**src/rtl/hazard_ctrl_if.sv**
```systemverilog
// Pipeline-to-hazard-unit bundle: register indices and enables in, stall/flush/forward controls and counters out.
interface hazard_ctrl_if #(
  parameter int REG_ADDR_WIDTH  = 5,
  parameter int RESULTSRC_WIDTH = 2,
  parameter int CNT_WIDTH       = 32
);
  logic [REG_ADDR_WIDTH-1:0]  rs1_D, rs2_D;
  logic [REG_ADDR_WIDTH-1:0]  rs1_E, rs2_E, rd_E;
  logic [REG_ADDR_WIDTH-1:0]  rd_M, rd_W;
  logic                       RegWrite_M, RegWrite_W;
  logic [RESULTSRC_WIDTH-1:0] ResultSrc_E;
  logic                       PCSrc_E;
  logic                       md_E;
  logic                       clr_cnt;

  logic                       Stall_F, Stall_D, Stall_E;
  logic                       Flush_D, Flush_E, Flush_M;
  logic [1:0]                 ForwardA_E, ForwardB_E;
  logic [CNT_WIDTH-1:0]       stall_cycles, flush_events;

  modport master (
    output rs1_D, rs2_D, rs1_E, rs2_E, rd_E, rd_M, rd_W,
    output RegWrite_M, RegWrite_W, ResultSrc_E, PCSrc_E, md_E, clr_cnt,
    input  Stall_F, Stall_D, Stall_E, Flush_D, Flush_E, Flush_M,
    input  ForwardA_E, ForwardB_E, stall_cycles, flush_events
  );

  modport slave (
    input  rs1_D, rs2_D, rs1_E, rs2_E, rd_E, rd_M, rd_W,
    input  RegWrite_M, RegWrite_W, ResultSrc_E, PCSrc_E, md_E, clr_cnt,
    output Stall_F, Stall_D, Stall_E, Flush_D, Flush_E, Flush_M,
    output ForwardA_E, ForwardB_E, stall_cycles, flush_events
  );
endinterface

```
**src/rtl/hazard_ctrl.sv**
```systemverilog
// Hazard controller for the 5-stage RISC-V core: load-use stalls, redirect flushes,
// RAW forwarding, fixed-latency MUL/DIV hold and saturating stall/flush counters.
module hazard_ctrl #(
  parameter int REG_ADDR_WIDTH  = 5,
  parameter int RESULTSRC_WIDTH = 2,
  parameter int MD_LATENCY      = 4,
  parameter int CNT_WIDTH       = 32
) (
  input logic          clk,
  input logic          rst,
  hazard_ctrl_if.slave hz
);
  typedef enum logic {IDLE, BUSY} md_state_e;

  localparam logic [3:0]                 MD_LOAD  = 4'(MD_LATENCY - 2);
  localparam logic [RESULTSRC_WIDTH-1:0] SRC_LOAD = RESULTSRC_WIDTH'(1);

  md_state_e            state_q, state_d;
  logic [3:0]           cnt_q, cnt_d;
  logic                 md_stall, lw_stall;
  logic                 stall_f, stall_d, stall_e;
  logic                 flush_d, flush_e, flush_m;
  logic [1:0]           fwd_a, fwd_b;
  logic [CNT_WIDTH-1:0] stall_cnt_q, flush_cnt_q;

  // Memory-stage producer is younger than Writeback, so it wins.
  function automatic logic [1:0] fwd_sel(
    input logic [REG_ADDR_WIDTH-1:0] rs,
    input logic [REG_ADDR_WIDTH-1:0] rd_m,
    input logic                      we_m,
    input logic [REG_ADDR_WIDTH-1:0] rd_w,
    input logic                      we_w
  );
    if (we_m && rd_m != '0 && rd_m == rs)      return 2'b10;
    else if (we_w && rd_w != '0 && rd_w == rs) return 2'b01;
    else                                       return 2'b00;
  endfunction

  assign lw_stall = (hz.ResultSrc_E == SRC_LOAD) && (hz.rd_E != '0) &&
                    ((hz.rd_E == hz.rs1_D) || (hz.rd_E == hz.rs2_D));

  always_comb begin
    state_d  = state_q;
    cnt_d    = cnt_q;
    md_stall = 1'b0;
    unique case (state_q)
      IDLE: begin
        if (hz.md_E) begin
          md_stall = 1'b1;
          state_d  = BUSY;
          cnt_d    = MD_LOAD;
        end
      end
      BUSY: begin
        if (cnt_q != 4'd0) begin
          md_stall = 1'b1;
          cnt_d    = cnt_q - 4'd1;
        end else begin
          state_d = IDLE;
        end
      end
      default: state_d = IDLE;
    endcase
  end

  // A MUL/DIV hold freezes F/D/E and bubbles MEM; redirects wait until it releases.
  always_comb begin
    stall_f = 1'b0;
    stall_d = 1'b0;
    stall_e = 1'b0;
    flush_d = 1'b0;
    flush_e = 1'b0;
    flush_m = 1'b0;
    fwd_a   = 2'b00;
    fwd_b   = 2'b00;
    if (rst) begin
      flush_d = 1'b1;
      flush_e = 1'b1;
      flush_m = 1'b1;
    end else begin
      fwd_a = fwd_sel(hz.rs1_E, hz.rd_M, hz.RegWrite_M, hz.rd_W, hz.RegWrite_W);
      fwd_b = fwd_sel(hz.rs2_E, hz.rd_M, hz.RegWrite_M, hz.rd_W, hz.RegWrite_W);
      if (md_stall) begin
        stall_f = 1'b1;
        stall_d = 1'b1;
        stall_e = 1'b1;
        flush_m = 1'b1;
      end else begin
        stall_f = lw_stall;
        stall_d = lw_stall;
        flush_d = hz.PCSrc_E;
        flush_e = lw_stall | hz.PCSrc_E;
      end
    end
  end

  always_ff @(posedge clk) begin
    if (rst) begin
      state_q <= IDLE;
      cnt_q   <= 4'd0;
    end else begin
      state_q <= state_d;
      cnt_q   <= cnt_d;
    end
  end

  always_ff @(posedge clk) begin
    if (rst || hz.clr_cnt) begin
      stall_cnt_q <= '0;
      flush_cnt_q <= '0;
    end else begin
      if (stall_f && stall_cnt_q != '1) stall_cnt_q <= stall_cnt_q + CNT_WIDTH'(1);
      if (flush_d && flush_cnt_q != '1) flush_cnt_q <= flush_cnt_q + CNT_WIDTH'(1);
    end
  end

  assign hz.Stall_F      = stall_f;
  assign hz.Stall_D      = stall_d;
  assign hz.Stall_E      = stall_e;
  assign hz.Flush_D      = flush_d;
  assign hz.Flush_E      = flush_e;
  assign hz.Flush_M      = flush_m;
  assign hz.ForwardA_E   = fwd_a;
  assign hz.ForwardB_E   = fwd_b;
  assign hz.stall_cycles = stall_cnt_q;
  assign hz.flush_events = flush_cnt_q;
endmodule

```
**src/flat_wrapper.sv**
```systemverilog
// flat-port wrapper written by rule: the top's interface ports become plain ports
module hazard_ctrl_flat 
#(
  parameter int REG_ADDR_WIDTH  = 5,
  parameter int RESULTSRC_WIDTH = 2,
  parameter int MD_LATENCY      = 4,
  parameter int CNT_WIDTH       = 32
)
  (clk, rst, hz_rs1_D, hz_rs2_D, hz_rs1_E, hz_rs2_E, hz_rd_E, hz_rd_M, hz_rd_W, hz_RegWrite_M, hz_RegWrite_W, hz_ResultSrc_E, hz_PCSrc_E, hz_md_E, hz_clr_cnt, hz_Stall_F, hz_Stall_D, hz_Stall_E, hz_Flush_D, hz_Flush_E, hz_Flush_M, hz_ForwardA_E, hz_ForwardB_E, hz_stall_cycles, hz_flush_events);
  hazard_ctrl_if #(.REG_ADDR_WIDTH(REG_ADDR_WIDTH), .RESULTSRC_WIDTH(RESULTSRC_WIDTH), .CNT_WIDTH(CNT_WIDTH)) hz_i ();
  input logic clk;
  input logic rst;
  input wire logic [$bits(hz_i.rs1_D)-1:0] hz_rs1_D;
  input wire logic [$bits(hz_i.rs2_D)-1:0] hz_rs2_D;
  input wire logic [$bits(hz_i.rs1_E)-1:0] hz_rs1_E;
  input wire logic [$bits(hz_i.rs2_E)-1:0] hz_rs2_E;
  input wire logic [$bits(hz_i.rd_E)-1:0] hz_rd_E;
  input wire logic [$bits(hz_i.rd_M)-1:0] hz_rd_M;
  input wire logic [$bits(hz_i.rd_W)-1:0] hz_rd_W;
  input wire logic [$bits(hz_i.RegWrite_M)-1:0] hz_RegWrite_M;
  input wire logic [$bits(hz_i.RegWrite_W)-1:0] hz_RegWrite_W;
  input wire logic [$bits(hz_i.ResultSrc_E)-1:0] hz_ResultSrc_E;
  input wire logic [$bits(hz_i.PCSrc_E)-1:0] hz_PCSrc_E;
  input wire logic [$bits(hz_i.md_E)-1:0] hz_md_E;
  input wire logic [$bits(hz_i.clr_cnt)-1:0] hz_clr_cnt;
  output wire logic [$bits(hz_i.Stall_F)-1:0] hz_Stall_F;
  output wire logic [$bits(hz_i.Stall_D)-1:0] hz_Stall_D;
  output wire logic [$bits(hz_i.Stall_E)-1:0] hz_Stall_E;
  output wire logic [$bits(hz_i.Flush_D)-1:0] hz_Flush_D;
  output wire logic [$bits(hz_i.Flush_E)-1:0] hz_Flush_E;
  output wire logic [$bits(hz_i.Flush_M)-1:0] hz_Flush_M;
  output wire logic [$bits(hz_i.ForwardA_E)-1:0] hz_ForwardA_E;
  output wire logic [$bits(hz_i.ForwardB_E)-1:0] hz_ForwardB_E;
  output wire logic [$bits(hz_i.stall_cycles)-1:0] hz_stall_cycles;
  output wire logic [$bits(hz_i.flush_events)-1:0] hz_flush_events;
  assign hz_i.rs1_D = hz_rs1_D;
  assign hz_i.rs2_D = hz_rs2_D;
  assign hz_i.rs1_E = hz_rs1_E;
  assign hz_i.rs2_E = hz_rs2_E;
  assign hz_i.rd_E = hz_rd_E;
  assign hz_i.rd_M = hz_rd_M;
  assign hz_i.rd_W = hz_rd_W;
  assign hz_i.RegWrite_M = hz_RegWrite_M;
  assign hz_i.RegWrite_W = hz_RegWrite_W;
  assign hz_i.ResultSrc_E = hz_ResultSrc_E;
  assign hz_i.PCSrc_E = hz_PCSrc_E;
  assign hz_i.md_E = hz_md_E;
  assign hz_i.clr_cnt = hz_clr_cnt;
  assign hz_Stall_F = hz_i.Stall_F;
  assign hz_Stall_D = hz_i.Stall_D;
  assign hz_Stall_E = hz_i.Stall_E;
  assign hz_Flush_D = hz_i.Flush_D;
  assign hz_Flush_E = hz_i.Flush_E;
  assign hz_Flush_M = hz_i.Flush_M;
  assign hz_ForwardA_E = hz_i.ForwardA_E;
  assign hz_ForwardB_E = hz_i.ForwardB_E;
  assign hz_stall_cycles = hz_i.stall_cycles;
  assign hz_flush_events = hz_i.flush_events;
  hazard_ctrl #(.REG_ADDR_WIDTH(REG_ADDR_WIDTH), .RESULTSRC_WIDTH(RESULTSRC_WIDTH), .MD_LATENCY(MD_LATENCY), .CNT_WIDTH(CNT_WIDTH)) u_core (.clk(clk), .rst(rst), .hz(hz_i));
endmodule
```
**config.mk**
```make
export PLATFORM = sky130hd
export DESIGN_NAME = hazard_ctrl_flat
export DESIGN_NICKNAME = d
export VERILOG_FILES = /design/src/rtl/hazard_ctrl_if.sv /design/src/rtl/hazard_ctrl.sv /design/src/flat_wrapper.sv
export SDC_FILE = /design/constraint.sdc
export NUM_CORES = 1
export LEC_CHECK = 0
export BUFFER_PORTS_ARGS = -buffer_cell sky130_fd_sc_hd__buf_2
export CORE_MARGIN = 2
export CORE_UTILIZATION = 51
export CTS_CLUSTER_DIAMETER = 120
export DETAILED_ROUTE_END_ITERATION = 8
export PLACE_DENSITY_LB_ADDON = 0.08
export SYNTH_ARGS = -nofsm -noshare
export SYNTH_HDL_FRONTEND = slang
export SYNTH_SLANG_ARGS = --single-unit
```
**constraint.sdc**
```tcl
create_clock -name clk -period 4.4 [get_ports clk]
set_input_delay 1.32 -clock clk [delete_from_list [all_inputs] [get_ports clk]]
set_output_delay 1.32 -clock clk [all_outputs]
set_load 0.005 [all_outputs]
```
### Word level (Yosys, flattened, before mapping)

Cells that the tools add are included.

* flip-flop bits (word level): 69
* output and inout port bits: 74
* word-level logic and storage cells: 58

* $add $sub $neg: 3
* equality and inequality tests: 11
* muxes and demuxes: 21
* bitwise gates (word level): 2
* reduce and logical (&&, ||, !) cells: 17

Operator list (number)
* $add A32 B1 Y32 const B: 2
* $ne A32 B32 Y1 const B: 2
* $eq A5 B5 Y1: 6
* $reduce_bool A5 Y1: 3
* $mux W1: 13
* $logic_and A1 B1 Y1: 10
* $mux W2: 4
* $mux W4: 2
* $pmux W4 S2: 1
* $ne A2 B2 Y1 const B: 2
* $reduce_bool A4 Y1: 1
* $sub A4 B1 Y4 const B: 1
* $eq A2 B1 Y1 const B: 1
* $logic_or A1 B1 Y1: 2
* $pmux W1 S2: 1
* $reduce_and A2 Y1: 1
* $not A1 Y1: 1
* $or A1 B1 Y1: 1

### Depth between registers and ports, before layout

* word-level depth: 6
* depth in mapped cells: 10

### Least setup slack after synthesis

No wires, ideal clock.

* kind: input-to-output
* start: input hz_rd_E[0]
* end: output hz_Stall_F
* arrival: 2.760 ns
* slack: 0.320 ns
* cell stages on the path: 6
* path buffers: 2
* cells stage by stage: or4_1 > o21ai_0 > o21ai_2 > clkbuf_1 > nor2b_1 > buf_4

* longest elaborated chain between the ends: 5

RTL lines
* from (decl): line flat_wrapper.sv:17 `input wire logic [$bits(hz_i.rd_E)-1:0] hz_rd_E;`
* $eq A5 B5 Y1 or $reduce_bool A5 Y1 (tied branches): line hazard_ctrl.sv:40, hazard_ctrl.sv:39
* $logic_or A1 B1 Y1 or $logic_and A1 B1 Y1 (tied branches): line hazard_ctrl.sv:40, hazard_ctrl.sv:39
* $logic_and A1 B1 Y1 (*): line hazard_ctrl.sv:39 `assign lw_stall = (hz.ResultSrc_E == SRC_LOAD) && (hz.rd_E != '0) &&`
* $mux W1 (*) (2 in series)
* to (decl): line flat_wrapper.sv:26 `output wire logic [$bits(hz_i.Stall_F)-1:0] hz_Stall_F;`

Mark *: on every way between the ends. The rest lies on a longest branch, timed or not.

### Worst setup path after layout

* start: input hz_rd_M[0]
* end: output hz_ForwardB_E[0]

* longest elaborated chain between the ends: 5

RTL lines
* from (decl): line flat_wrapper.sv:18 `input wire logic [$bits(hz_i.rd_M)-1:0] hz_rd_M;`
* $reduce_bool A5 Y1: line hazard_ctrl.sv:34 `if (we_m && rd_m != '0 && rd_m == rs) return 2'b10;`
* $logic_and A1 B1 Y1: line hazard_ctrl.sv:34
* $logic_and A1 B1 Y1 (*): line hazard_ctrl.sv:34
* $mux W2 (*): line hazard_ctrl.sv:34
* $mux W2 (*): line hazard_ctrl.sv:76 `if (rst) begin`
* to (decl): line flat_wrapper.sv:33 `output wire logic [$bits(hz_i.ForwardB_E)-1:0] hz_ForwardB_E;`

Marked as above.

==> out/summary.txt <==
Status - completed
Setup TNS - 0 ns
Syn Nets - 491
Vias in the first global route - 3113
Overflow after GRT - 0
Peak VDD IR - 0.188 mV
Period utilisation layout - 91.5%
Measured slew at the worst slew-check pin - 0.742 ns
Seq cells post-synth - 69
Largest net degree at the start of global routing - 35
CTS tree - done
FP Rows - 31
Most common cell after layout, fill and taps aside - buf_2
GRT Total Usage - 21.8%
IO Pins - 118
First-pass GRT wire length - 13.8 mm
Post-CTS resize count - 0
Avg Vias per Cell - 5.27
Worst Hold Class - flip-flop to flip-flop
Antenna fix cells - 0
CP max FO - 3
Drt first pass iters - 4
Clk_lat worst skew - 0.34 ns
Clock Skews - 0.0100 ns
Maxcap violations - 0
Hold Path Depth - 2
Worst slew margin - 50.5%
# clock sinks - 69
Post-layout min period - 4.03 ns
Cell taking the most area after synthesis - dfxtp_1
Max incr delay on CP - 0.51 ns
Main synth FF type - dfxtp_1
CP top delay family - simple AND/OR/NAND/NOR gates
Setup Buffers After CTS - 0
Power per cell area - 305 nW/um2
Worst path required time - 3.08 ns
Placed instance count - 646
Crit-path slowest cell - or4_1
Die Footprint - 8000 um2
Global placer's final weighted congestion - 0.969
Final hold violations - 0
Pins Over Slew Limit - 0
Final nets - 605
R2r setup slk - 1.81 ns
DRC - 0
Worst path arrival time - 2.71 ns
Via Count - 3481
IO Port Bufs - 117
Ys async rst share - 0%
Avg WL per Cell - 13.2 um
Distinct cell type count after synthesis - 42
R2R Path Start - u_core.hz.stall_cycles[13]
Final setup violation count - 0
Commonest non-fill, non-tap cells in the layout - buf_2, nor2_1, dfxtp_1
Post-route insts no fill - 661
Antenna-violating nets left - 0
Number of flops mapped to enable cells by yosys - 0
Final wirelength - 8.75 mm
Detail Placement HPWL - 6.45 mm
Peak Freq - 248 MHz
Crit. End Element - primary output
Area fraction of the dominant cell type after synthesis - 37.1%
Number of fillers in the final layout - 659
Share of cells above drive strength 1 - 26.7%
Htree depth - 3
Iteration-0 DRC Markers - 115
Startpoint Class - input pin
Critical-path cell list - buf_2 > or4_1 > o21ai_0 > buf_4 > nor3_1 > nor3_1 > buf_2
Clock buffer count from CTS - 9
Syn Inst Count - 444
Post-synthesis sequential area ratio - 37.1%
Hold endpoint - u_core.cnt_q[2]
Top cells by area, synth - dfxtp_1, xor2_1, nor2_1
Die Width - 89.4 um
RSZ-0062 raised after global routing - false
Starting Density - 51.9%
Reg clk slew, reported paths - 0.07 ns
Worst r2r path cells - 7
Critical path class - input pin to primary output
Initial antenna violation count - 0
Syn-to-layout area delta - 24.0%
Post-Syn Area - 3720 um2
Leakage - 2.00 nW
Die Ht - 89.4 um
Ys Warns - 0
Reg-to-Reg End - u_core.hz.stall_cycles[15]
Worst Path Buf+Inv - 3
Clock Tree Buf Depth - 2
Core footprint - 7180 um2
CTS hold repair buffers - 0
Hold wc startpoint - u_core.cnt_q[2]
Clock Tree Root - clkbuf_8
Syn avg cell area - 8.39 um2
worst max path at each step:
stage	startpoint	to	slack, ns	cells after the start
2_1_floorplan	hz_rd_E[0]	hz_Stall_F	0.32	6
3_3_place_gp	hz_rd_M[0]	hz_ForwardB_E[0]	0.41	7
3_5_place_dp	hz_rd_M[0]	hz_ForwardA_E[0]	0.38	6
4_1_cts	hz_rd_M[0]	hz_ForwardA_E[0]	0.38	6
5_1_grt	hz_rd_M[0]	hz_ForwardA_E[0]	0.24	6
6_report	hz_rd_M[0]	hz_ForwardB_E[0]	0.37	7
report_power, final:
group,leakage (nW),internal [W],switching (W)
logic,1.32,0.0000613,0.0000869
registers,0.557,0.000631,0.00000840
clock network,0.119,0.000374,0.000245
stage by stage:
stage / instance area [um2] / setup WS [ns] / power [W] / utilization (%) / hold WS, ns
after floorplan: 3720 / 0.320 / 0.000746 / - / 0.460
after global placement: 4380 / 0.405 / 0.000798 / 61.1 / 0.474
after detailed placement: 4380 / 0.379 / 0.000802 / 61.1 / 0.489
after CTS: 4620 / 0.379 / 0.00142 / 64.4 / 0.502
after global routing: 4620 / 0.244 / 0.00146 / 64.4 / 0.532
final: 4620 / 0.374 / 0.00141 / 64.4 / 0.498
Yosys cell counts, types with 7 or more instances:
cell / number
nor2_1: 72
dfxtp_1: 69
xor2_1: 68
nand3_1: 35
nand2_1: 22
nand4_1: 22
and3_1: 19
xnor2_1: 19
clkbuf_1: 14
nor3_1: 14
a21oi_1: 10
o21ai_0: 10
and2_1: 7
routing by layer:
| metal | track usage (%) | wire [um] | up-vias | share of wire (%) |
|---|---|---|---|---|
| li1 | - | - | 1766 | - |
| met3 | 4.80 | 446 | 17 | 5.1 |
| met2 | 37.4 | 4120 | 98 | 47 |
| met4 | 8.96 | 185 | 0 | 2.1 |
| met1 | 26.4 | 4000 | 1600 | 46 |
| met5 | 0 | 0 | - | 0 |
worst min-delay path, cell delays in order, from the launching register on:
cell     delay [ns]
dfxtp_1        0.34
nand2_1        0.06
a21oi_1        0.05
logic make-up after synthesis:
family	share of synthesized area, %
and+or+nand+nor	33.0
xor gates and xnor gates	20.5
DFF	37.1
AOI/OAI and AO/OA	5.18
buffers and inverters	2.99
adders and majority gates	1.01
muxes	0.269
final cells by class:
type	instances	area, um2	share of cell area (%)
Clock buffer	9	124	2.68
Clock inverter	6	113	2.44
Inverter	6	22.5	0.488
Multi-Input combinational cell	350	2230	48.3
Sequential cell	69	1380	29.9
Tap cell	99	124	2.68
Timing Repair Buffer	122	623	13.5
flip-flops by register name, indices dropped and copies added, names as in the netlist:
signal / cells
u_core.state_q: 1
u_core.hz.flush_events: 32
u_core.cnt_q: 4
u_core.hz.stall_cycles: 32
No activity file was read; power rests on OpenSTA's default activity.
